File: config.mk
export PLATFORM = sky130hd
export DESIGN_NAME = id_seq_ctrl
export DESIGN_NICKNAME = d
export VERILOG_FILES = /design/src/rtl/id_pkg.sv /design/src/rtl/id_tick_div.sv /design/src/rtl/id_seq_ctrl.sv
export SDC_FILE = /design/constraint.sdc
export NUM_CORES = 1
export LEC_CHECK = 0
export BUFFER_PORTS_ARGS = -buffer_cell sky130_fd_sc_hd__buf_2
export CAP_MARGIN = 10
export CORE_UTILIZATION = 45
export CTS_BUF_LIST = sky130_fd_sc_hd__clkbuf_2
export DETAILED_ROUTE_END_ITERATION = 8
export SLEW_MARGIN = 20
export SYNTH_ARGS = -nofsm -noshare
export SYNTH_HDL_FRONTEND = slang
export SYNTH_SLANG_ARGS = --single-unit
File: constraint.sdc
create_clock -name clk -period 2.85 [get_ports clk]
set_clock_uncertainty 0.15 [all_clocks]
set_input_delay 0.285 -clock clk [delete_from_list [all_inputs] [get_ports clk]]
set_output_delay 0.285 -clock clk [all_outputs]
set_load 0.02 [all_outputs]
File: src/rtl/id_pkg.sv
// ============================================================================
// id_pkg : shared types and constants for the student-ID sequencer
// Rev 1.0 : initial release
// ============================================================================
`default_nettype none

package id_pkg;

    localparam int ID_LEN = 8;

    localparam logic [3:0] ID_SEQ [0:ID_LEN-1] =
        '{4'hA, 4'hB, 4'h1, 4'h5, 4'h7, 4'h0, 4'hC, 4'h4};

    typedef enum logic [1:0] {
        IDLE  = 2'd0,
        RUN   = 2'd1,
        PAUSE = 2'd2,
        DONE  = 2'd3
    } state_t;

endpackage

`default_nettype wire

File: src/rtl/id_tick_div.sv
// ============================================================================
// id_tick_div : prescaler producing one tick every DIV enabled cycles
// Rev 1.0 : initial release
// ============================================================================
`default_nettype none

module id_tick_div #(
    parameter int DIV = 4
) (
    input  logic clk,
    input  logic reset,
    input  logic en,
    input  logic clr,
    output logic tick
);

    localparam logic [7:0] C_LAST = 8'(DIV - 1);

    logic [7:0] r_cnt;

    assign tick = en && (r_cnt == C_LAST);

    always_ff @(posedge clk) begin
        if (reset || clr) begin
            r_cnt <= 8'd0;
        end else if (en) begin
            r_cnt <= tick ? 8'd0 : r_cnt + 8'd1;
        end
    end

endmodule

`default_nettype wire

File: src/rtl/id_seq_ctrl.sv
// ============================================================================
// id_seq_ctrl : run/pause/step/abort sequencer for the 8-digit ID stream
// Rev 1.0 : initial release
// ============================================================================
`default_nettype none

module id_seq_ctrl #(
    parameter int DIV   = 4,
    parameter int LOOPS = 2
) (
    input  logic       clk,
    input  logic       reset,
    input  logic       start,
    input  logic       stop,
    input  logic       step,
    input  logic       mode_loop,
    output logic [3:0] id,
    output logic [2:0] pos,
    output logic       id_valid,
    output logic       wrap,
    output logic       busy,
    output logic       done
);

    import id_pkg::*;

    localparam logic [3:0] C_LOOPS = 4'(LOOPS);

    state_t     r_state, w_state_n;
    logic [2:0] r_pos, w_pos_n;
    logic [3:0] r_loop, w_loop_n;
    logic       w_wrap_n;
    logic       w_clr;
    logic       w_adv;
    logic       w_tick;
    logic       w_active_n;

    id_tick_div #(
        .DIV (DIV)
    ) u_div (
        .clk   (clk),
        .reset (reset),
        .en    (r_state == RUN),
        .clr   (w_clr),
        .tick  (w_tick)
    );

    always_comb begin
        w_state_n = r_state;
        w_pos_n   = r_pos;
        w_loop_n  = r_loop;
        w_wrap_n  = 1'b0;
        w_clr     = 1'b0;
        w_adv     = 1'b0;

        case (r_state)
            IDLE, DONE: begin
                w_pos_n = 3'd0;
                if (start) begin
                    w_state_n = RUN;
                    w_loop_n  = 4'd0;
                    w_clr     = 1'b1;
                end
            end
            RUN: begin
                // A tick on the same edge as stop still advances.
                if (stop) w_state_n = PAUSE;
                w_adv = w_tick;
            end
            PAUSE: begin
                if (stop) begin
                    w_state_n = IDLE;
                    w_pos_n   = 3'd0;
                    w_loop_n  = 4'd0;
                    w_clr     = 1'b1;
                end else if (start) begin
                    w_state_n = RUN;
                end else if (step) begin
                    w_adv = 1'b1;
                end
            end
            default: w_state_n = IDLE;
        endcase

        if (w_adv) begin
            if (r_pos == 3'd7) begin
                w_pos_n  = 3'd0;
                w_wrap_n = 1'b1;
                w_loop_n = (r_loop == 4'hF) ? r_loop : r_loop + 4'd1;
                if (!mode_loop && (w_loop_n == C_LOOPS)) w_state_n = DONE;
            end else begin
                w_pos_n = r_pos + 3'd1;
            end
        end
    end

    assign w_active_n = (w_state_n == RUN) || (w_state_n == PAUSE);

    always_ff @(posedge clk) begin
        if (reset) begin
            r_state  <= IDLE;
            r_pos    <= 3'd0;
            r_loop   <= 4'd0;
            id       <= ID_SEQ[0];
            id_valid <= 1'b0;
            wrap     <= 1'b0;
            busy     <= 1'b0;
            done     <= 1'b0;
        end else begin
            r_state  <= w_state_n;
            r_pos    <= w_pos_n;
            r_loop   <= w_loop_n;
            id       <= ID_SEQ[w_pos_n];
            id_valid <= w_active_n;
            wrap     <= w_wrap_n;
            busy     <= w_active_n;
            done     <= (w_state_n == DONE);
        end
    end

    assign pos = r_pos;

endmodule

`default_nettype wire

==> results of run 1 <==
## path summary, 6_finish.rpt
check	end	slack [ps]	depth (start not counted)
min	pos[2]	100	2
max reg2reg	busy	370	8
min reg2reg	u_div.r_cnt[0]	410	2
max	busy	370	8
## area by class of cell
class / instances / area (um2)
clock buffer: 3 / 15.0
clock inverter: 1 / 30.0
fill: 273 / 1300
inverter: 6 / 22.5
multi-input combinational: 114 / 772
sequential: 24 / 480
tap: 31 / 38.8
timing repair buffer: 18 / 95.1
## worst register-to-register path: stages (launching register included)
cell      delay (ps)
dfxtp_1          430
inv_1             60
ha_1             520
clkinv_1         370
o211ai_1         200
o31a_1           190
nand2_1           70
ha_1             280
nor2b_1          130
## synthesized netlist by cell type (2+ instances only)
master	number	share of area [%]
nand4_1	2	0.96
nand3_1	8	3.1
a22oi_1	2	1.1
nor2_1	13	3.7
o21a_1	2	1.1
dfxtp_1	24	37
ha_1	7	6.7
a32o_1	2	1.5
nand2_1	7	2.0
a31oi_1	3	1.4
a21oi_1	11	4.2
or4bb_1	2	1.7
a311oi_1	2	1.3
a21o_1	2	1.1
xor2_1	6	4.0
clkbuf_1	4	1.1
nand3b_1	2	1.1
inv_1	5	1.4
nor2b_1	7	3.4
o21ai_0	4	1.5
or2_2	2	0.96
and3_1	4	1.9
o211ai_1	7	4.0
mux2i_1	2	1.5
nor3_1	2	0.77
## routing by layer
| metal | track usage (%) | routed length [um] | up-vias |
|---|---|---|---|
| met2 | 28.4 | 1230 | 18 |
| met3 | 3.02 | 93 | 2 |
| met1 | 27.6 | 1470 | 533 |
| li1 | - | - | 589 |
| met4 | 6.27 | 17 | 0 |
| met5 | 0 | 0 | - |
## state kept, by name, indices dropped and copies added (netlist names)
signal / cells
u_div.r_cnt: 8
id: 4
r_loop: 4
pos: 3
r_state: 2
busy: 1
done: 1
wrap: 1
## logic make-up after synthesis
kind of cell | Yosys count | share of synthesized area (%)
buf+inv | 13 | 4.12
flops | 24 | 36.8
xor+xnor | 7 | 4.69
simple gates | 56 | 24.2
mux | 3 | 2.39
compound gates | 41 | 21.1
fa+ha+maj | 7 | 6.70
## stage by stage
stage / cell area, um2 / power [mW] / util, % / hold slack [ps] / worst slack, ps
after floorplan: 1310 / 0.397 / - / 271 / 446
after global placement: 1410 / 0.414 / 51.1 / 351 / 445
after detailed placement: 1410 / 0.416 / 51.1 / 377 / 444
after CTS: 1450 / 0.644 / 52.7 / 79.2 / 384
after global routing: 1450 / 0.665 / 52.7 / 74.3 / 205
final: 1450 / 0.635 / 52.7 / 102 / 371
## power by group through the flow
stage / combinational [mW] / clock (mW) / sequential, mW
global placement: 0.0623 / 0 / 0.352
detailed placement: 0.0643 / 0 / 0.352
CTS: 0.0647 / 0.233 / 0.346
floorplan: 0.0438 / 0 / 0.354
global route: 0.0710 / 0.247 / 0.347
finish: 0.0647 / 0.225 / 0.346
==> reports/qor.csv, run 1 <==
metric,value,unit
status,"complete, no violations",
slew_viol_final,0,
clkSinkCount,24,
die_h,55.9,um
syn_inst,151,
worstPathCellList,inv_1 > ha_1 > clkinv_1 > o211ai_1 > o31a_1 > nand2_1 > ha_1 > nor2b_1,
pwr-share-clk,35.4,%
setup_viol,0,
drt_wl_total,2810,um
initial_utilization,47.4,%
worstPathRequired,2960,ps
synthArstFlopShare,0,%
n_antenna_cell,0,
drt-wirelength-per-cell,14.2,um
io_pins,17,
rows,19,
crit_path_start_kind,flop,
rsz0062_at_grt,no,
critPathKind,flop to flop,
grt_pass1_vias,1013,
ys_types,44,
cts-htree-levels,1,
crit_path_max_fanout,12,
numPortBuffers,16,
die-area,3120,um2
dp.cells,193,
area_growth,11.3,%
holdBufCountCts,0,
fmax,403,MHz
clock_path_buffers,2,
mostFrequentLayoutCells,"dfxtp_1 (24), buf_2 (16), nor2_1 (13)",
cap_viol_max_count,0,
syn_area,1310,um2
antenna_found_initial,0,
synth_seq_cells,24,
ys_seq_area_share,36.8,%
ys_warn_count,0,
switching_share,23.9,%
post-cts-setup-buffer-count,0,
p_leak,0.598,nW
stdcell_count,197,
die_w,55.9,um
ant_nets,0,
cts_resized,0,
vdd_drop_max,0.270,mV
synth_ff_type,dfxtp_1,
vias_per_cell,5.80,
drive_above_1_share,15.7,%
grt_max_degree,15,
tns,0,ps
final_common_cell,dfxtp_1,
clk_pin_slew,230,ps
firstDrtPassIters,4,
crit_arrival,2590,ps
clock_latency,330,ps
dp_hpwl,2030,um
synth_edf_count,0,
place.gp.congestion,0.873,
path_delay_family,adder cells,
fin_crit_sh,87.0,%
p_sw,152,uW
grt_overflow,0,
track_usage,18.9,%
cp_common_cell,ha_1,
rr_startpoint,r_state[0],
syn_area_per_cell,8.65,um2
cpMaxStageDelayCell,ha_1,
crit_path_max_incr_delay,520,ps
pwr-share-comb,10.2,%
grt_first_pass_wirelength,4710,um
critPathCaptureType,flop,
num_vias,1142,
ctsRootBufferMaster,clkbuf_2,
critPathLaunch,r_state[0],
hp-class,primary input to flop,
coreArea,2760,um2
cts-buffers-inserted,3,
drtIter0Drc,31,
holdCritStartpoint,reset,
nets,180,
slew-limit-headroom,68.8,%
seq_power_share,54.4,%
tightestPinTransition,463,ps
finalHoldViolCount,0,
period_needed,2480,ps
power_density,437,nW/um2
critPathBufInv,2,
p_int,484,uW
drc,0,
cts_tree,yes,
syn-num-nets,164,
Power figures use the tool's default switching activity.
==> run 2: changes to the inputs <==
--- a/config.mk
+++ b/config.mk
@@ -9,6 +9,7 @@
 export CAP_MARGIN = 10
 export CORE_UTILIZATION = 45
 export CTS_BUF_LIST = sky130_fd_sc_hd__clkbuf_2
+export CTS_CLUSTER_DIAMETER = 120
 export DETAILED_ROUTE_END_ITERATION = 8
 export SLEW_MARGIN = 20
 export SYNTH_ARGS = -nofsm -noshare
==> constraint.sdc (replaced) <==
create_clock -name clk -period 3 [get_ports clk]
set_clock_uncertainty 0.15 [all_clocks]
set_input_delay 0.3 -clock clk [delete_from_list [all_inputs] [get_ports clk]]
set_output_delay 0.3 -clock clk [all_outputs]
set_load 0.02 [all_outputs]
==> reports/qor.csv, run 2 (same netlist as run 1, synthesis figures left out) <==
metric,value,unit,change
tns,0,ps,unchanged
vdd_drop_max,0.278,mV,was 0.270 mV
power_density,410,nW/um2,was 437 nW/um2
antenna_found_initial,0,,unchanged
rsz0062_at_grt,no,,unchanged
fin_crit_sh,80.2,%,was 87.0%
crit_path_max_fanout,6,,was 12
slew_viol_final,0,,unchanged
post-cts-setup-buffer-count,0,,unchanged
period_needed,2410,ps,was 2480 ps
grt_max_degree,15,,unchanged
grt_pass1_vias,1015,,"was 1,013"
r2r_cells,7,,was 8
die_w,55.9,um,unchanged
drt_wl_total,2720,um,was 2810 um
pre_cts_slack,644,ps,was 444 ps
clk_pin_slew,240,ps,was 230 ps
place_area,1420,um2,was 1410 um2
final_common_cell,dfxtp_1,,unchanged
r2r_slack,590,ps,was 370 ps
worstPathRequired,3120,ps,was 2960 ps
stdcell_count,198,,was 197
drc,0,,unchanged
fmax,415,MHz,was 403 MHz
slew-limit-headroom,67.8,%,was 68.8%
holdBufCountCts,0,,unchanged
clock_latency,340,ps,was 330 ps
seqCellArea,480,um2,unchanged
num_vias,1140,,"was 1,142"
drtIter0Drc,54,,was 31
vias_per_cell,5.76,,was 5.80
multi_input_area,772,um2,unchanged
die_h,55.9,um,unchanged
holdCritStartpoint,reset,,unchanged
dp.cells,194,,was 193
hold_path_depth,2,,unchanged
ant_nets,0,,unchanged
grt_overflow,0,,unchanged
initial_utilization,47.4,%,unchanged
finalWorstSetupSlack,593,ps,was 371 ps
largest_reg_flops,8,,unchanged
die-area,3120,um2,unchanged
setup_viol,0,,unchanged
grt_first_pass_wirelength,4440,um,was 4710 um
drive_above_1_share,16.2,%,was 15.7%
nets,181,,was 180
cap_viol_max_count,0,,unchanged
status,"complete, no violations",,unchanged
coreArea,2760,um2,unchanged
top_regs,"u_div.r_cnt x8, id x4, r_loop x4",,unchanged
design_area,1460,um2,was 1450 um2
numPortBuffers,16,,unchanged
r2r_end,busy,,unchanged
io_pins,17,,unchanged
cts_resized,0,,unchanged
tightestPinTransition,479,ps,was 463 ps
dp_hpwl,2010,um,was 2030 um
cts-htree-levels,1,,unchanged
ctsRootBufferMaster,clkbuf_2,,unchanged
p_leak,0.603,nW,was 0.598 nW
cts-buffers-inserted,3,,unchanged
finalHoldViolCount,0,,unchanged
whs_endpoint,id[0],,was pos[2]
regMostFlops,u_div.r_cnt,,unchanged
cts_tree,yes,,unchanged
track_usage,17.8,%,was 18.9%
rows,19,,unchanged
mostFrequentLayoutCells,"dfxtp_1 (24), buf_2 (16), nor2_1 (13)",,unchanged
crit_arrival,2530,ps,was 2590 ps
fillCellCount,265,,was 273
area_growth,11.9,%,was 11.3%
firstDrtPassIters,4,,unchanged
crit_path_start_kind,flop,,unchanged
clkSinkCount,24,,unchanged
hp-class,primary input to flop,,unchanged
critPathCaptureType,flop,,unchanged
clock_path_buffers,2,,unchanged
drt-wirelength-per-cell,13.7,um,was 14.2 um
n_antenna_cell,0,,unchanged
rr_startpoint,u_div.r_cnt[0],,was r_state[0]
place.gp.congestion,0.817,,was 0.873
critPathKind,flop to flop,,unchanged
run 2: cell count changes in the layout (fill, tap and decap cells not counted), sizes merged:
| cell | before | now |
|---|---|---|
| buf | 18 | 19 |
run 2: worst max-delay path by stage:
stage / endpoint / startpoint / slack (ps)
after floorplan: busy / u_div.r_cnt[0] / 600
after global placement: busy / u_div.r_cnt[0] / 690
after detailed placement: busy / u_div.r_cnt[0] / 640
after CTS: busy / u_div.r_cnt[0] / 600
after global routing: busy / u_div.r_cnt[0] / 410
final: busy / u_div.r_cnt[0] / 590
run 2: per-stage QoR:
step / hold slack (ps) / power, mW / utilization [%]
finish: 103 / 0.600 / 53.0
floorplan: 286 / 0.378 / -
CTS: 86.4 / 0.604 / 53.0
detailed placement: 378 / 0.393 / 51.4
global route: 74.1 / 0.626 / 53.0
global placement: 344 / 0.392 / 51.4
run 2: where the power goes:
group / internal (mW) / total, mW / switching [mW]
clock network: 0.115 / 0.212 / 0.0968
registers: 0.324 / 0.328 / 0.00379
logic: 0.0203 / 0.0599 / 0.0397
run 2: critical path: stages, from the launching register on:
cell and delay, ps:
dfxtp_1 460, ha_1 250, or4bb_1 550, o21ai_1 220, o2111ai_1 220, nand2_1 130, ha_1 230, nor2b_1 120
run 2: final cells by class:
| class | instances | share of cell area (%) |
|---|---|---|
| clock inverters | 1 | 2.05 |
| repair buffers | 19 | 7.02 |
| clock buffers | 3 | 1.03 |
| multi-input cells | 114 | 52.8 |
| inverters | 6 | 1.54 |
| flip-flops and latches | 24 | 32.9 |
| well taps | 31 | 2.65 |
run 2: per-layer routing:
| layer | share of wire, % | global-route usage (%) |
|---|---|---|
| met2 | 46 | 28.7 |
| met3 | 3.0 | 3.02 |
| met1 | 50 | 24.0 |
| met5 | 0 | 0 |
| met4 | 1.0 | 6.62 |
